## src/rtl/game_pkg.sv

```systemverilog
// Shared game-core definitions: tile/state widths, state codes and the
// board encoder FSM state type.
package game_pkg;

    localparam int unsigned STATE_W = 4;
    localparam int unsigned VALUE_W = 16;

    localparam logic [STATE_W-1:0] ST_EMPTY    = 4'd0;
    localparam logic [STATE_W-1:0] ST_MAX      = 4'd14;
    localparam logic [STATE_W-1:0] ST_RESERVED = 4'd15;

    typedef enum logic {
        COLLECT = 1'b0,
        HOLD    = 1'b1
    } fsm_state_e;

endpackage

```

## src/rtl/tile_log2_encoder.sv

```systemverilog
// Combinational tile value -> exponent state encoder.
// 0 -> 0, 2^k (k = 1..ST_MAX) -> k, anything else -> 0 with illegal set.
// The reserved state is never produced.
module tile_log2_encoder #(
    parameter int unsigned VALUE_W = game_pkg::VALUE_W,
    parameter int unsigned STATE_W = game_pkg::STATE_W
) (
    input  logic [VALUE_W-1:0] value,
    output logic [STATE_W-1:0] state,
    output logic               illegal
);
    import game_pkg::*;

    // Match against each legal power of two; no match on a nonzero value is illegal.
    always_comb begin
        state   = STATE_W'(ST_EMPTY);
        illegal = (value != '0);
        for (int unsigned k = 1; k <= 32'(ST_MAX); k++) begin
            if (k < VALUE_W && value == (VALUE_W'(1) << k)) begin
                state   = STATE_W'(k);
                illegal = 1'b0;
            end
        end
    end

endmodule

```

## src/rtl/board_state_encoder.sv

```systemverilog
// Collects CELLS tile values in cell order, encodes each to its exponent
// state and presents one packed board with an error flag.
// Optional feature macro: BOARD_ENC_MAX_TILE_EN adds the max_state output.
module board_state_encoder #(
    parameter int unsigned CELLS   = 16,
    parameter int unsigned VALUE_W = game_pkg::VALUE_W,
    parameter int unsigned STATE_W = game_pkg::STATE_W
) (
    input  logic                     clk,
    input  logic                     rst,
    input  logic                     clr,
    input  logic                     in_valid,
    output logic                     in_ready,
    input  logic [VALUE_W-1:0]       in_value,
    output logic                     board_valid,
    input  logic                     board_ready,
    output logic [CELLS*STATE_W-1:0] board_state,
    output logic                     board_err
`ifdef BOARD_ENC_MAX_TILE_EN
    ,
    output logic [STATE_W-1:0]       max_state
`endif
);
    import game_pkg::*;

    localparam int unsigned IDX_W = $clog2(CELLS);

    fsm_state_e         state;
    logic [IDX_W-1:0]   idx;
    logic [STATE_W-1:0] enc_state;
    logic               enc_illegal;

    tile_log2_encoder #(
        .VALUE_W (VALUE_W),
        .STATE_W (STATE_W)
    ) u_enc (
        .value   (in_value),
        .state   (enc_state),
        .illegal (enc_illegal)
    );

    // Handshake flags decode from the registered FSM state only.
    assign in_ready    = (state == COLLECT);
    assign board_valid = (state == HOLD);

    // FSM, cell index, board register, error and max tracking.
    always_ff @(posedge clk) begin
        if (rst) begin
            state       <= COLLECT;
            idx         <= '0;
            board_state <= '0;
            board_err   <= 1'b0;
`ifdef BOARD_ENC_MAX_TILE_EN
            max_state   <= '0;
`endif
        end else if (clr) begin
            // Flush: board_state contents are left to be overwritten cell by cell.
            state       <= COLLECT;
            idx         <= '0;
            board_err   <= 1'b0;
`ifdef BOARD_ENC_MAX_TILE_EN
            max_state   <= '0;
`endif
        end else begin
            case (state)
                COLLECT: begin
                    if (in_valid) begin
                        for (int unsigned i = 0; i < CELLS; i++) begin
                            if (idx == IDX_W'(i)) begin
                                board_state[i*STATE_W +: STATE_W] <= enc_state;
                            end
                        end
                        board_err <= board_err | enc_illegal;
`ifdef BOARD_ENC_MAX_TILE_EN
                        if (enc_state > max_state) begin
                            max_state <= enc_state;
                        end
`endif
                        idx <= idx + IDX_W'(1);
                        if (idx == IDX_W'(CELLS - 1)) begin
                            state <= HOLD;
                        end
                    end
                end
                HOLD: begin
                    if (board_ready) begin
                        board_err <= 1'b0;
`ifdef BOARD_ENC_MAX_TILE_EN
                        max_state <= '0;
`endif
                        state     <= COLLECT;
                    end
                end
                default: state <= COLLECT;
            endcase
        end
    end

endmodule

```

## config.mk

```make
export PLATFORM = sky130hd
export DESIGN_NAME = board_state_encoder
export DESIGN_NICKNAME = d
export VERILOG_FILES = /design/src/rtl/game_pkg.sv /design/src/rtl/tile_log2_encoder.sv /design/src/rtl/board_state_encoder.sv
export SDC_FILE = /design/constraint.sdc
export NUM_CORES = 1
export LEC_CHECK = 0
export CAP_MARGIN = 20
export CORE_ASPECT_RATIO = 1.75
export CORE_MARGIN = 3
export CORE_UTILIZATION = 44
export CTS_CLUSTER_SIZE = 8
export DETAILED_ROUTE_END_ITERATION = 8
export HOLD_SLACK_MARGIN = 0.02
export PLACE_DENSITY = 0.86
export SLEW_MARGIN = 20
export SYNTH_ARGS = -nofsm -noshare
export SYNTH_HDL_FRONTEND = slang
export SYNTH_SLANG_ARGS = --single-unit
```

## constraint.sdc

```tcl
create_clock -name clk -period 1.8 [get_ports clk]
set_input_delay 0.27 -clock clk [delete_from_list [all_inputs] [get_ports clk]]
set_output_delay 0.27 -clock clk [all_outputs]
set_load 0.01 [all_outputs]
```

---- Word level (Yosys, flattened, before mapping) ----
Index checks and enable logic that the tools add are counted.
storage, ports and cells
  register bits ........................... 70
  input bits .............................. 21
  output and inout port bits .............. 67
  logic and storage cells ................. 110
operators by class
  add/sub/neg operators ................... 1
  equal/unequal tests ..................... 31
  mux-type cells .......................... 35
  bitwise logic cells ..................... 3
  reductions and logical operators ........ 21
operators with widths
  kind                                                                      number
  4-bit AND reduction                                                       16
  4-bit 2-to-1 mux                                                          13
  4-bit equality test (second input constant)                               8
  1-bit 2-to-1 mux                                                          20
  16-bit by 10-bit equality test with 1-bit output (second input constant)  1
  16-bit by 11-bit equality test with 1-bit output (second input constant)  1
  16-bit by 12-bit equality test with 1-bit output (second input constant)  1
  16-bit by 13-bit equality test with 1-bit output (second input constant)  1
  16-bit by 14-bit equality test with 1-bit output (second input constant)  1
  16-bit by 15-bit equality test with 1-bit output (second input constant)  1
  16-bit by 2-bit equality test with 1-bit output (second input constant)   1
  16-bit by 3-bit equality test with 1-bit output (second input constant)   1
  16-bit by 4-bit equality test with 1-bit output (second input constant)   1
  16-bit by 5-bit equality test with 1-bit output (second input constant)   1
  16-bit by 6-bit equality test with 1-bit output (second input constant)   1
  16-bit by 7-bit equality test with 1-bit output (second input constant)   1
  16-bit by 8-bit equality test with 1-bit output (second input constant)   1
  16-bit by 9-bit equality test with 1-bit output (second input constant)   1
  4-bit by 3-bit equality test with 1-bit output (second input constant)    4
  16-bit nonzero test                                                       1
  4-bit by 2-bit equality test with 1-bit output (second input constant)    2
  4-bit by 1-bit adder with 4-bit output (second input constant)            1
  4-bit by 1-bit equality test with 1-bit output (second input constant)    1
  4-bit zero test                                                           1
  6 further kinds                                                           10

---- Depth between registers and ports, before layout ----
  depth in word-level cells ............... 18
  gate-level depth with buffers ........... 7
  depth with buffers taken out ............ 6

---- Hierarchy ----
A second synthesis with hierarchy kept.
unflattened totals
  cells, all modules ...................... 332
  area total of the unflattened synthesis .. 3,448.3 µm²
by module, submodules not included
  module               times used  cells an instance  area each (µm²)
  board_state_encoder  1           270                3,000.4
  tile_log2_encoder    1           62                 447.9

---- Least setup slack after synthesis ----
Ideal clock, no wire load.
  path type ............................... input -> register
  from .................................... in in_value[11]
  to ...................................... reg board_state[21]
  arrival ................................. 1,698 ps
  required time ........................... 1,711 ps
  path slack .............................. 13 ps
  stages on the path ...................... 7
  path buffers ............................ 3
  path through ............................ buf_6 > or4_4 > buf_6 > nor3_4 > a32oi_4 > buf_6 > a311oi_2
between the ends
  longest elaborated chain between the ends .. 14
  elaborated cells between the ends (all ways) .. 26
  classes of those cells .................. eq/ne: 13; mux: 13
RTL lines
  item                                             RTL line                   text
  from (decl)                                      board_state_encoder.sv:14  input logic [VALUE_W-1:0] in_value,
  16-bit by 3-bit equality test with 1-bit output  tile_log2_encoder.sv:19    if (k < VALUE_W && value == (VALUE_W'(1) << k)) begin
  4-bit 2-to-1 mux (12 in a row)                   tile_log2_encoder.sv:19
  4-bit 2-to-1 mux (*)                             tile_log2_encoder.sv:19
  to (signal, indexed assignment)                  board_state_encoder.sv:70  board_state[i*STATE_W +: STATE_W] <= enc_state;
  to (decl)                                        board_state_encoder.sv:17  output logic [CELLS*STATE_W-1:0] board_state,
Mark *: on every way between the ends. The rest lies on a longest branch, timed or not.
A chain may end at the register's enable or synchronous reset.

---- Worst setup path after layout ----
  from .................................... in in_value[1]
  to ...................................... reg board_state[1]
Same word-level chain as after synthesis.

==> impl_metrics.env <==
export IMPL_drv_cap=0
export IMPL_cp_arrival_ns=2.04
export IMPL_grt_overflow=0
export IMPL_powerDensity_nw_per_um2=726.6
export IMPL_critical_path_class="in2reg"
export IMPL_layout_nets=516
export IMPL_synth_seq_area_share=0.4164
export IMPL_syn_area_per_cell_um2=9.987
export IMPL_viasPerCell=6.294
export IMPL_synth_edf_count=0
export IMPL_initial_core_util=0.4588
export IMPL_cts_tree="built"
export IMPL_syn_area_um2=3366
export IMPL_antenna_left=0
export IMPL_grt_pass1_vias=3783
export IMPL_antenna_found_initial=0
export IMPL_ys_ff_latch=70
export IMPL_ios=88
export IMPL_finClkSkew_ns=0.01174
export IMPL_fillers=451
export IMPL_r2r_cells=5
export IMPL_vias=3663
export IMPL_gp_congestion=0.8393
export IMPL_hpwl_um=7649
export IMPL_clockRootBuffer="clkbuf_16"
export IMPL_synth_distinct_cells=44
export IMPL_syn_nets=362
export IMPL_async_flop_share=0
export IMPL_r2r_setup_slack_ns=0
export IMPL_die_w_um=72.12
export IMPL_yosys_warnings=0
export IMPL_clock_latency_ns=0.34
export IMPL_reg2reg_to="board_state[1]"
export IMPL_crit_path_max_fanout=8
export IMPL_period_minus_slack_ns=1.812
export IMPL_die_area_um2=8776
export IMPL_cts_sinks=70
export IMPL_post_route_period_util=1.007
export IMPL_utilization=0.7535
export IMPL_tns_ns=-0.01360
export IMPL_vdd_drop_max_mv=0.5947
export IMPL_end_kind="flop"
export IMPL_min_to="board_state[30]"
export IMPL_fmax_mhz=551.9
export IMPL_grt_max_degree=28
export IMPL_worstPathRequired_ns=2.03
export IMPL_numCtsBuffers=9
export IMPL_relSlewSlack=0.6561
export IMPL_portBuffers=87
export IMPL_hp_class="in2reg"
export IMPL_drive_above_1_share=0.3810
export IMPL_n_antenna_cell=0
export IMPL_final_setup_viol_count=2
export IMPL_firstDrtPassIters=5
export IMPL_finalHoldViolCount=0
export IMPL_rr_startpoint="idx[3]"
export IMPL_num_rows=41
export IMPL_tightestPinTransition_ns=0.5159
export IMPL_drc=0
export IMPL_start_kind="primary input"
export IMPL_totalWireLength_um=13290
export IMPL_syn_to_final_growth_pct=64.24
export IMPL_globalRouteTotalUtil=0.2904
export IMPL_whs_path_depth=2
export IMPL_wl_per_cell_um=22.83
export IMPL_drt_iter0_drc=259
export IMPL_cts_hold_buf=0
export IMPL_slew_violations=0
export IMPL_min_from="rst"
export IMPL_htree_num_levels=3
export IMPL_violations="setup timing"
export IMPL_core_area_um2=7336
export IMPL_cts_buffer_depth=2
export IMPL_leakage_nw=1.905
export IMPL_die_h_um=121.7
export IMPL_outcome="complete, but fails checks"
export IMPL_yosys_most_used_dff="dfxtp_1"
export IMPL_p_total_mw=4.017
export IMPL_setup_ws_ns=-0.01184
export IMPL_cts_clk_slew_worst_paths_ns=0.06
export IMPL_synth_cells=337
export IMPL_grt_pass1_wl_um=19400
[placed cells by master (no fill, tap or decap), types with 4 or more instances in the layout]
cell type         n
nor2_2            4
xnor2_1           7
nand2_1           4
a311oi_2         28
dfxtp_1          69
clkdlybuf4s50_1  70
a32oi_4           4
or4_4             4
buf_12            7
o21ai_1          16
dlygate4sd2_1    10
buf_4            62
or3b_2           16
nor2_1           73
clkbuf_16        12
xor2_1            5
a211oi_2         15
nand3_1          16
ha_1              4
nand2b_1          4
[power breakdown]
part	leakage (nW)	internal, mW	total, mW	switching [mW]
Clock	0.166	1.39	2.11	0.711
Sequential	0.565	1.56	1.57	0.00971
Combinational	1.17	0.146	0.342	0.196
[flip-flops by register name (all words and copies together) (netlist names)]
name	flops
board_err	1
board_valid	1
board_state	64
idx	4
[stage by stage]
step | std cells | hold slack, ns | setup slack, ns | area, µm²
6_report | 582 | 0.4387 | -0.01184 | 5528
5_1_grt | 582 | 0.4621 | -0.06476 | 5528
4_1_cts | 579 | 0.4245 | 0.005479 | 5345
3_5_place_dp | 555 | 0.4938 | -0.5076 | 4761
3_3_place_gp | 555 | 0.4858 | -0.4159 | 4761
2_1_floorplan | 337 | 0.4651 | 0.01307 | 3366
[layout make-up]
type	instances	area, µm²	area share
well taps	86	107.6	0.01947
multi-input cells	246	2098	0.3796
inverters	3	11.26	0.002037
clock buffers	11	242.7	0.04391
clock inverters	5	106.4	0.01924
repair buffers	161	1559	0.2820
flip-flops and latches	70	1403	0.2537
[critical path: stages]
cell and delay [ns]:
dlygate4sd2_1 0.25, or4_4 0.62, nor2_8 0.17, o2111ai_4 0.20, buf_12 0.21, a311oi_2 0.32
[timing repair]
item,CTS,global route
setup buffers,5,1
gates resized for setup,38,29
pin swaps,14,16
gates cloned,3,2
setup endpoints to repair,65,58
[Yosys cell counts (all sizes together), types with 4 or more instances]
library cell,instances,area [µm²]
buf,8,83.83
a211oi,18,190.2
or4,5,52.55
a311oi,32,405.4
xnor2,7,61.31
clkbuf,12,45.04
or3b,18,157.7
dfxtp,70,1401
nor2,81,322.8
nand3,16,80.08
nand2,4,15.01
xor2,5,43.79
nand2b,4,25.02
a21oi,4,20.02
ha,4,50.05
o21ai,20,107.6
[how the worst max path moves through the flow]
stage                 startpoint              end  slack (ns)  cells after the start
global route              idx[1]  board_state[55]       -0.06                      7
floorplan           in_value[11]  board_state[21]        0.01                      7
global placement    in_value[12]   board_state[2]       -0.42                      5
detailed placement   in_value[9]  board_state[50]       -0.51                      5
CTS                 in_value[12]   board_state[8]       0.005                      7
finish               in_value[1]   board_state[1]       -0.01                      6
[layer usage]
layer	global-route usage	wire, µm	up-vias
met5	0	0	-
li1	-	-	1573
met1	0.2791	4249	1729
met2	0.5126	6967	266
met4	0.2247	1015	0
met3	0.07184	1054	95
[cells by family after synthesis]
kind of cell    synth area share
simple gates              0.2420
compound gates            0.2476
flops                     0.4164
buf+inv                  0.04163
xor+xnor                 0.03123
fa+ha+maj                0.01784
mux                     0.003345
Power figures use the tool's default switching activity.
